File: config.mk
export PLATFORM = sky130hd
export DESIGN_NAME = param_save_fsm_flat
export DESIGN_NICKNAME = d
export VERILOG_FILES = /design/src/rtl/param_save_fsm_pkg.sv /design/src/rtl/param_save_fsm_if.sv /design/src/rtl/param_save_fsm_crc.sv /design/src/rtl/param_save_fsm.sv /design/src/flat_wrapper.sv
export SDC_FILE = /design/constraint.sdc
export NUM_CORES = 1
export LEC_CHECK = 0
export BUFFER_PORTS_ARGS = -buffer_cell sky130_fd_sc_hd__buf_4
export CORE_MARGIN = 3
export CORE_UTILIZATION = 45
export CTS_BUF_LIST = sky130_fd_sc_hd__clkbuf_4 sky130_fd_sc_hd__clkbuf_8 sky130_fd_sc_hd__clkbuf_16
export DETAILED_ROUTE_END_ITERATION = 10
export PLACE_DENSITY = 0.73
export SETUP_SLACK_MARGIN = 0.2
export SYNTH_ARGS = -nofsm -noshare
export SYNTH_HDL_FRONTEND = slang
export SYNTH_HIERARCHICAL = 1
export SYNTH_SLANG_ARGS = --single-unit
File: constraint.sdc
create_clock -name CLK -period 4.7 [get_ports CLK]
set_input_delay 0.94 -clock CLK [delete_from_list [all_inputs] [get_ports CLK]]
set_output_delay 0.94 -clock CLK [all_outputs]
set_load 0.005 [all_outputs]
File: src/rtl/param_save_fsm_pkg.sv
// Shared parameter-load definitions: FSM state encodings, CRC-16/CCITT constants
// and the word-wide CRC step used by the save and auto-load FSMs.
package param_save_fsm_pkg;

  typedef enum logic [2:0] {
    ST_IDLE       = 3'b000,
    ST_CLR_CRC    = 3'b001,
    ST_FETCH      = 3'b010,
    ST_WRITE      = 3'b011,
    ST_WR_CRC     = 3'b100,
    ST_START_PROG = 3'b101,
    ST_WAIT_PROG  = 3'b110,
    ST_DONE       = 3'b111
  } state_e;

  localparam logic [15:0] CRC_POLY     = 16'h1021;
  localparam logic [15:0] CRC_INIT_DEF = 16'hFFFF;

  // One 16-bit word, MSB first: fold the word into the register, then 16 shift steps.
  function automatic logic [15:0] crc16_next(input logic [15:0] crc, input logic [15:0] din);
    logic [15:0] c;
    c = crc ^ din;
    for (int unsigned i = 0; i < 16; i++) begin
      c = c[15] ? ((c << 1) ^ CRC_POLY) : (c << 1);
    end
    return c;
  endfunction

endpackage

File: src/rtl/param_save_fsm_if.sv
// Handshake bundle of the parameter save FSM: request/status, parameter read,
// PROM-write FIFO and programmer control.
interface param_save_fsm_if;
  logic        SAVE_REQ;
  logic        CRC_EN;
  logic [15:0] PARAM_DATA;
  logic [5:0]  PARAM_ADDR;
  logic        PARAM_RD;
  logic        PF_FULL;
  logic        PF_WR;
  logic [15:0] PF_DATA;
  logic        PROG_START;
  logic        PROG_DONE;
  logic        PROG_ERR;
  logic        BUSY;
  logic        SAVE_DONE;
  logic        SAVE_ERR;
  logic [2:0]  SV_STATE;

  modport slave (
    input  SAVE_REQ, CRC_EN, PARAM_DATA, PF_FULL, PROG_DONE, PROG_ERR,
    output PARAM_ADDR, PARAM_RD, PF_WR, PF_DATA, PROG_START, BUSY, SAVE_DONE, SAVE_ERR, SV_STATE
  );

  modport master (
    output SAVE_REQ, CRC_EN, PARAM_DATA, PF_FULL, PROG_DONE, PROG_ERR,
    input  PARAM_ADDR, PARAM_RD, PF_WR, PF_DATA, PROG_START, BUSY, SAVE_DONE, SAVE_ERR, SV_STATE
  );
endinterface

File: src/rtl/param_save_fsm_crc.sv
// Registered CRC-16/CCITT accumulator: CLR loads the seed, DV folds in DIN;
// the result is visible one cycle after the strobe.
module crc16_ccitt
  import param_save_fsm_pkg::*;
#(
  parameter logic [15:0] CRC_INIT = CRC_INIT_DEF
) (
  input  logic        CLK,
  input  logic        RST,
  input  logic        CLR,
  input  logic        DV,
  input  logic [15:0] DIN,
  output logic [15:0] CRC
);

  logic [15:0] crc_q, crc_d;

  always_comb begin
    crc_d = crc_q;
    if (CLR)     crc_d = CRC_INIT;
    else if (DV) crc_d = crc16_next(crc_q, DIN);
  end

  always_ff @(posedge CLK or posedge RST) begin
    if (RST) crc_q <= CRC_INIT;
    else     crc_q <= crc_d;
  end

  assign CRC = crc_q;

endmodule

File: src/rtl/param_save_fsm.sv
// Parameter save sequencer: copies MAX_WRDS parameter words (plus optional CRC)
// into the PROM-write FIFO, then starts the PROM programmer and reports status.
module param_save_fsm
  import param_save_fsm_pkg::*;
#(
  parameter int unsigned MAX_WRDS = 34,
  parameter logic [15:0] CRC_INIT = CRC_INIT_DEF
) (
  input  logic              CLK,
  input  logic              RST,
  param_save_fsm_if.slave   bus
);

  localparam logic [5:0] LAST_WORD = 6'(MAX_WRDS - 1);

  state_e      state_q, state_d;
  logic [5:0]  word_cnt_q, word_cnt_d;
  logic [5:0]  param_addr_q, param_addr_d;
  logic        param_rd_q, param_rd_d;
  logic        pf_wr_q, pf_wr_d;
  logic [15:0] pf_data_q, pf_data_d;
  logic        prog_start_q, prog_start_d;
  logic        busy_q, busy_d;
  logic        save_done_q, save_done_d;
  logic        save_err_q, save_err_d;
  logic        crc_en_q, crc_en_d;
  logic        crc_settled_q, crc_settled_d;
  logic        crc_clr, crc_dv;
  logic [15:0] crc_val;

  crc16_ccitt #(.CRC_INIT(CRC_INIT)) u_crc (
    .CLK (CLK),
    .RST (RST),
    .CLR (crc_clr),
    .DV  (crc_dv),
    .DIN (bus.PARAM_DATA),
    .CRC (crc_val)
  );

  always_comb begin
    state_d       = state_q;
    word_cnt_d    = word_cnt_q;
    param_addr_d  = param_addr_q;
    param_rd_d    = 1'b0;
    pf_wr_d       = 1'b0;
    pf_data_d     = pf_data_q;
    save_err_d    = save_err_q;
    crc_en_d      = crc_en_q;
    crc_settled_d = crc_settled_q;
    crc_clr       = 1'b0;
    crc_dv        = 1'b0;

    unique case (state_q)
      ST_IDLE: if (bus.SAVE_REQ) begin
        state_d    = ST_CLR_CRC;
        save_err_d = 1'b0;
        word_cnt_d = '0;
        crc_clr    = 1'b1;
        crc_en_d   = bus.CRC_EN;
      end
      ST_CLR_CRC: state_d = ST_FETCH;
      ST_FETCH: begin
        param_addr_d = word_cnt_q;
        param_rd_d   = 1'b1;
        state_d      = ST_WRITE;
      end
      ST_WRITE: if (!bus.PF_FULL) begin
        pf_wr_d    = 1'b1;
        pf_data_d  = bus.PARAM_DATA;
        crc_dv     = 1'b1;
        word_cnt_d = word_cnt_q + 6'd1;
        if (word_cnt_q == LAST_WORD) begin
          if (crc_en_q) begin
            state_d       = ST_WR_CRC;
            crc_settled_d = 1'b0;
          end else begin
            state_d = ST_START_PROG;
          end
        end else begin
          state_d = ST_FETCH;
        end
      end
      // First cycle only lets the last data word's CRC update land.
      ST_WR_CRC: begin
        if (!crc_settled_q) begin
          crc_settled_d = 1'b1;
        end else if (!bus.PF_FULL) begin
          pf_wr_d   = 1'b1;
          pf_data_d = crc_val;
          state_d   = ST_START_PROG;
        end
      end
      ST_START_PROG: state_d = ST_WAIT_PROG;
      ST_WAIT_PROG: begin
        if (bus.PROG_ERR) begin
          save_err_d = 1'b1;
          state_d    = ST_DONE;
        end else if (bus.PROG_DONE) begin
          state_d = ST_DONE;
        end
      end
      ST_DONE: if (!bus.SAVE_REQ) state_d = ST_IDLE;
      default: state_d = ST_IDLE;
    endcase

    prog_start_d = (state_q == ST_START_PROG);
    busy_d       = (state_d != ST_IDLE);
    save_done_d  = (state_d == ST_DONE) && (state_q != ST_DONE);
  end

  always_ff @(posedge CLK or posedge RST) begin
    if (RST) begin
      state_q       <= ST_IDLE;
      word_cnt_q    <= '0;
      param_addr_q  <= '0;
      param_rd_q    <= 1'b0;
      pf_wr_q       <= 1'b0;
      pf_data_q     <= '0;
      prog_start_q  <= 1'b0;
      busy_q        <= 1'b0;
      save_done_q   <= 1'b0;
      save_err_q    <= 1'b0;
      crc_en_q      <= 1'b0;
      crc_settled_q <= 1'b0;
    end else begin
      state_q       <= state_d;
      word_cnt_q    <= word_cnt_d;
      param_addr_q  <= param_addr_d;
      param_rd_q    <= param_rd_d;
      pf_wr_q       <= pf_wr_d;
      pf_data_q     <= pf_data_d;
      prog_start_q  <= prog_start_d;
      busy_q        <= busy_d;
      save_done_q   <= save_done_d;
      save_err_q    <= save_err_d;
      crc_en_q      <= crc_en_d;
      crc_settled_q <= crc_settled_d;
    end
  end

  assign bus.PARAM_ADDR = param_addr_q;
  assign bus.PARAM_RD   = param_rd_q;
  assign bus.PF_WR      = pf_wr_q;
  assign bus.PF_DATA    = pf_data_q;
  assign bus.PROG_START = prog_start_q;
  assign bus.BUSY       = busy_q;
  assign bus.SAVE_DONE  = save_done_q;
  assign bus.SAVE_ERR   = save_err_q;
  assign bus.SV_STATE   = state_q;

endmodule

File: src/flat_wrapper.sv
// flat-port wrapper written by rule: the top's interface ports become plain ports
module param_save_fsm_flat import param_save_fsm_pkg::*;
#(
  parameter int unsigned MAX_WRDS = 34,
  parameter logic [15:0] CRC_INIT = CRC_INIT_DEF
)
  (CLK, RST, bus_SAVE_REQ, bus_CRC_EN, bus_PARAM_DATA, bus_PF_FULL, bus_PROG_DONE, bus_PROG_ERR, bus_PARAM_ADDR, bus_PARAM_RD, bus_PF_WR, bus_PF_DATA, bus_PROG_START, bus_BUSY, bus_SAVE_DONE, bus_SAVE_ERR, bus_SV_STATE);
  param_save_fsm_if bus_i ();
  input  logic CLK;
  input  logic RST;
  input wire logic [$bits(bus_i.SAVE_REQ)-1:0] bus_SAVE_REQ;
  input wire logic [$bits(bus_i.CRC_EN)-1:0] bus_CRC_EN;
  input wire logic [$bits(bus_i.PARAM_DATA)-1:0] bus_PARAM_DATA;
  input wire logic [$bits(bus_i.PF_FULL)-1:0] bus_PF_FULL;
  input wire logic [$bits(bus_i.PROG_DONE)-1:0] bus_PROG_DONE;
  input wire logic [$bits(bus_i.PROG_ERR)-1:0] bus_PROG_ERR;
  output wire logic [$bits(bus_i.PARAM_ADDR)-1:0] bus_PARAM_ADDR;
  output wire logic [$bits(bus_i.PARAM_RD)-1:0] bus_PARAM_RD;
  output wire logic [$bits(bus_i.PF_WR)-1:0] bus_PF_WR;
  output wire logic [$bits(bus_i.PF_DATA)-1:0] bus_PF_DATA;
  output wire logic [$bits(bus_i.PROG_START)-1:0] bus_PROG_START;
  output wire logic [$bits(bus_i.BUSY)-1:0] bus_BUSY;
  output wire logic [$bits(bus_i.SAVE_DONE)-1:0] bus_SAVE_DONE;
  output wire logic [$bits(bus_i.SAVE_ERR)-1:0] bus_SAVE_ERR;
  output wire logic [$bits(bus_i.SV_STATE)-1:0] bus_SV_STATE;
  assign bus_i.SAVE_REQ = bus_SAVE_REQ;
  assign bus_i.CRC_EN = bus_CRC_EN;
  assign bus_i.PARAM_DATA = bus_PARAM_DATA;
  assign bus_i.PF_FULL = bus_PF_FULL;
  assign bus_i.PROG_DONE = bus_PROG_DONE;
  assign bus_i.PROG_ERR = bus_PROG_ERR;
  assign bus_PARAM_ADDR = bus_i.PARAM_ADDR;
  assign bus_PARAM_RD = bus_i.PARAM_RD;
  assign bus_PF_WR = bus_i.PF_WR;
  assign bus_PF_DATA = bus_i.PF_DATA;
  assign bus_PROG_START = bus_i.PROG_START;
  assign bus_BUSY = bus_i.BUSY;
  assign bus_SAVE_DONE = bus_i.SAVE_DONE;
  assign bus_SAVE_ERR = bus_i.SAVE_ERR;
  assign bus_SV_STATE = bus_i.SV_STATE;
  param_save_fsm #(.MAX_WRDS(MAX_WRDS), .CRC_INIT(CRC_INIT)) u_core (.CLK(CLK), .RST(RST), .bus(bus_i));
endmodule
==> impl_metrics.py <==
metrics = {
    "sta": {
        "rsz0062_at_grt": "no",
        "fin_tns_setup_ns": 0,
        "finalSetupViolations": 0,
        "fmax_ghz": 0.337,
        "report.final.slew_viol_count": 0,
        "hold_violations": 0,
        "period_share_pct": 63.1,
        "layout_setup_ws_ns": 1.74,
        "slew_headroom_pct": 35.7,
        "fin_skew_ns": 0.00939,
        "period_needed_ns": 2.96,
        "tightest_slew_ns": 0.965,
    },
    "synthesis": {
        "synthArstFlopShare_pct": 100,
        "synth_cell_types": 49,
        "synth_edf_count": 0,
        "netlist_instances": 265,
        "post-synth-top-area-cell": "dfrtp_1",
        "synthesis.nets": 290,
        "avgSynthCellArea_sq_um": 11.8,
        "netlist_area_sq_mm": 0.00312,
        "synth_top_area_share_pct": 31.3,
        "synth.area.top_cells": "dfrtp_1 (31%), dfstp_2 (13%), mux2_2 (11%)",
        "synth_top_flop_cell": "dfrtp_1",
        "ys_warn_count": 6,
        "yosys_register_bits": 55,
        "ys_seq_area_share_pct": 44.7,
    },
    "global_route": {
        "grt_max_degree": 40,
        "grt_pass1_wl_mm": 10.1,
        "antenna_found_initial": 0,
        "grt-ovfl-total": 0,
        "grt_pass1_vias": 2117,
        "grt_usage_pct": 16.4,
    },
    "pwr": {
        "p_sw_share_pct": 37.2,
        "p_per_area_mw_per_mm2": 808,
        "p_int_w": 0.00186,
        "p_clk_share_pct": 11.2,
        "p_seq_share_pct": 30.1,
        "cellLeakagePower_nw": 1.65,
        "p_sw_w": 0.00110,
        "combPwrFrac_pct": 58.7,
        "p_total_w": 0.00296,
        "ir_drop_v": 0.000307,
    },
    "layout": {
        "final_common_cell": "buf_4",
        "multi_input_area_sq_mm": 0.00159,
        "finalNetCount": 340,
        "antennaDiodeCount": 0,
        "fin_area_sq_mm": 0.00366,
        "final_cell_mix": "buf_4 (55), dfrtp_1 (39), mux2_2 (30), xnor2_1 (30), dfstp_2 (16)",
        "seqCellArea_sq_mm": 0.00140,
        "drive_gt1_share_pct": 41.1,
        "syn_to_final_growth_pct": 17.2,
        "fillers": 556,
        "final_util_pct": 56.0,
    },
    "critical_path": {
        "cp_data_arrival_time_ns": 3.16,
        "required_ns": 4.90,
        "startpoint_type": "primary input",
        "endpoint_kind": "flip-flop",
        "crit_type": "in2reg",
        "crit_fanout": 21,
    },
    "drt": {
        "routed_via_density": 5.40,
        "drtAntennaViolNets": 0,
        "dr.pass1.iters": 4,
        "vias": 2123,
        "drt_wl_total_mm": 6.07,
        "drt_iter0_drc": 53,
        "wl_per_cell_um": 15.5,
        "drcViolationCount": 0,
    },
    "clock_network": {
        "numCtsBuffers": 5,
        "cts_resized": 0,
        "htree_levels": 2,
        "clock-sinks": 55,
        "clk_latency_ns": 0.31,
        "cts_tree": "done",
        "postCtsSetupRepairBufs": 0,
        "cts_buffer_depth": 2,
        "clockRootBuffer": "clkbuf_8",
        "hold_buffers": 0,
        "clk_pin_slew_ns": 0.10,
    },
    "placed_design": {
        "dp_slack_ns": 1.43,
        "io_buffers": 53,
        "gp_congestion": 0.835,
        "placed_cell_area_sq_mm": 0.00354,
        "dp_hpwl_mm": 4.22,
    },
    "run": {
        "drv_cap": 0,
    },
    "hold_path": {
        "hold_path_class": "reg2reg",
    },
    "die": {
        "fp.dieH_um": 89.3,
        "die_area_sq_mm": 0.00797,
        "initial_utilization_pct": 47.8,
        "core.rowCount": 29,
        "num_io_pins": 54,
        "core_area_sq_mm": 0.00653,
        "die_w_um": 89.3,
    },
    "status": {
        "status": "complete, no violations",
    },
}
critical path, cell delays in order:
cell       delay (ns)
buf_4            0.12
nand4bb_1        0.44
inv_2            0.44
a31o_1           0.81
mux2_2           0.42
per-layer routing:
metal  part of all wire (%)  GRT usage, %  vias up  wire [um]
met5                      0             0        -          0
met1                     45          23.1     1031       2740
met3                    4.6          2.58       13        282
met4                    1.8          5.28        0        110
li1                       -             -     1022          -
met2                     48          26.1       57       2940
power by group through the flow:
stage               clock [W]  sequential [W]  combinational, W
floorplan                   0        0.000865           0.00138
global placement            0        0.000895           0.00167
finish               0.000332        0.000890           0.00173
detailed placement          0        0.000901           0.00170
global route         0.000362        0.000925           0.00189
CTS                  0.000344        0.000892           0.00175
sequential cells by signal (all words and copies together) (netlist names):
signal	cells
u_core/bus.PARAM_ADDR	6
u_core/crc_settled_q	1
u_core/bus.PARAM_RD	1
u_core/bus.PF_DATA	16
u_core/bus.PROG_START	1
u_core/bus.SAVE_ERR	1
u_core/bus.SV_STATE	3
u_core/crc_en_q	1
u_core/bus.BUSY	1
u_core/word_cnt_q	6
u_core/bus.PF_WR	1
u_core/bus.SAVE_DONE	1
u_core/u_crc/CRC	16
cells in the mapped netlist, drive strengths merged, types with 3 or more instances:
master / instances
mux2: 39
xor2: 9
buf: 6
or3: 4
a21oi: 8
dfstp: 16
inv: 11
and3: 3
xnor2: 33
nand4: 3
mux2i: 3
nand2: 12
o21ai: 15
clkbuf: 5
nor2: 15
nand3: 9
xnor3: 4
dfrtp: 39
metrics by stage:
step,hold WS (ns),std cells
3_5_place_dp,0.494,385
4_1_cts,0.518,393
5_1_grt,0.531,393
6_report,0.517,393
3_3_place_gp,0.491,385
2_1_floorplan,0.468,265
cell families after synthesis:
logic type               count (synthesis)  share of synthesized area, %
AO/OA/AOI/OAI                           36                          7.09
adder cells (fa/ha/maj)                  2                         0.801
AND/OR/NAND/NOR                         60                          10.6
flip-flops                              55                          44.7
multiplexers                            42                          16.1
XOR/XNOR                                47                          16.3
buffers and inverters                   23                          4.33
layout make-up:
cell class / instances / share of cell area (%)
clock inverter: 2 / 1.06
timing repair buffer: 55 / 11.3
multi-input combinational: 187 / 43.5
clock buffer: 6 / 2.26
sequential: 55 / 38.2
tap: 77 / 2.63
inverter: 11 / 1.13
path summary, 6_finish.rpt:
check	start	depth (start not counted)	slack [ns]	to
max in group asynchronous	RST	2	3.58	u_core/u_crc/CRC[8]$_DFFE_PP1P_
min reg2reg	u_core/bus.PARAM_ADDR[4]$_DFFE_PP0P_	1	0.52	u_core/bus.PARAM_ADDR[4]$_DFFE_PP0P_
min	u_core/bus.PARAM_ADDR[4]$_DFFE_PP0P_	1	0.52	u_core/bus.PARAM_ADDR[4]$_DFFE_PP0P_
max reg2reg	u_core/bus.SV_STATE[1]$_DFF_PP0_	4	1.81	u_core/bus.PF_DATA[11]$_DFFE_PP0P_
max	bus_PF_FULL	5	1.74	u_core/bus.PF_DATA[11]$_DFFE_PP0P_
min in group asynchronous	RST	3	0.75	u_core/bus.PF_DATA[13]$_DFFE_PP0P_
Power figures use the tool's default switching activity.
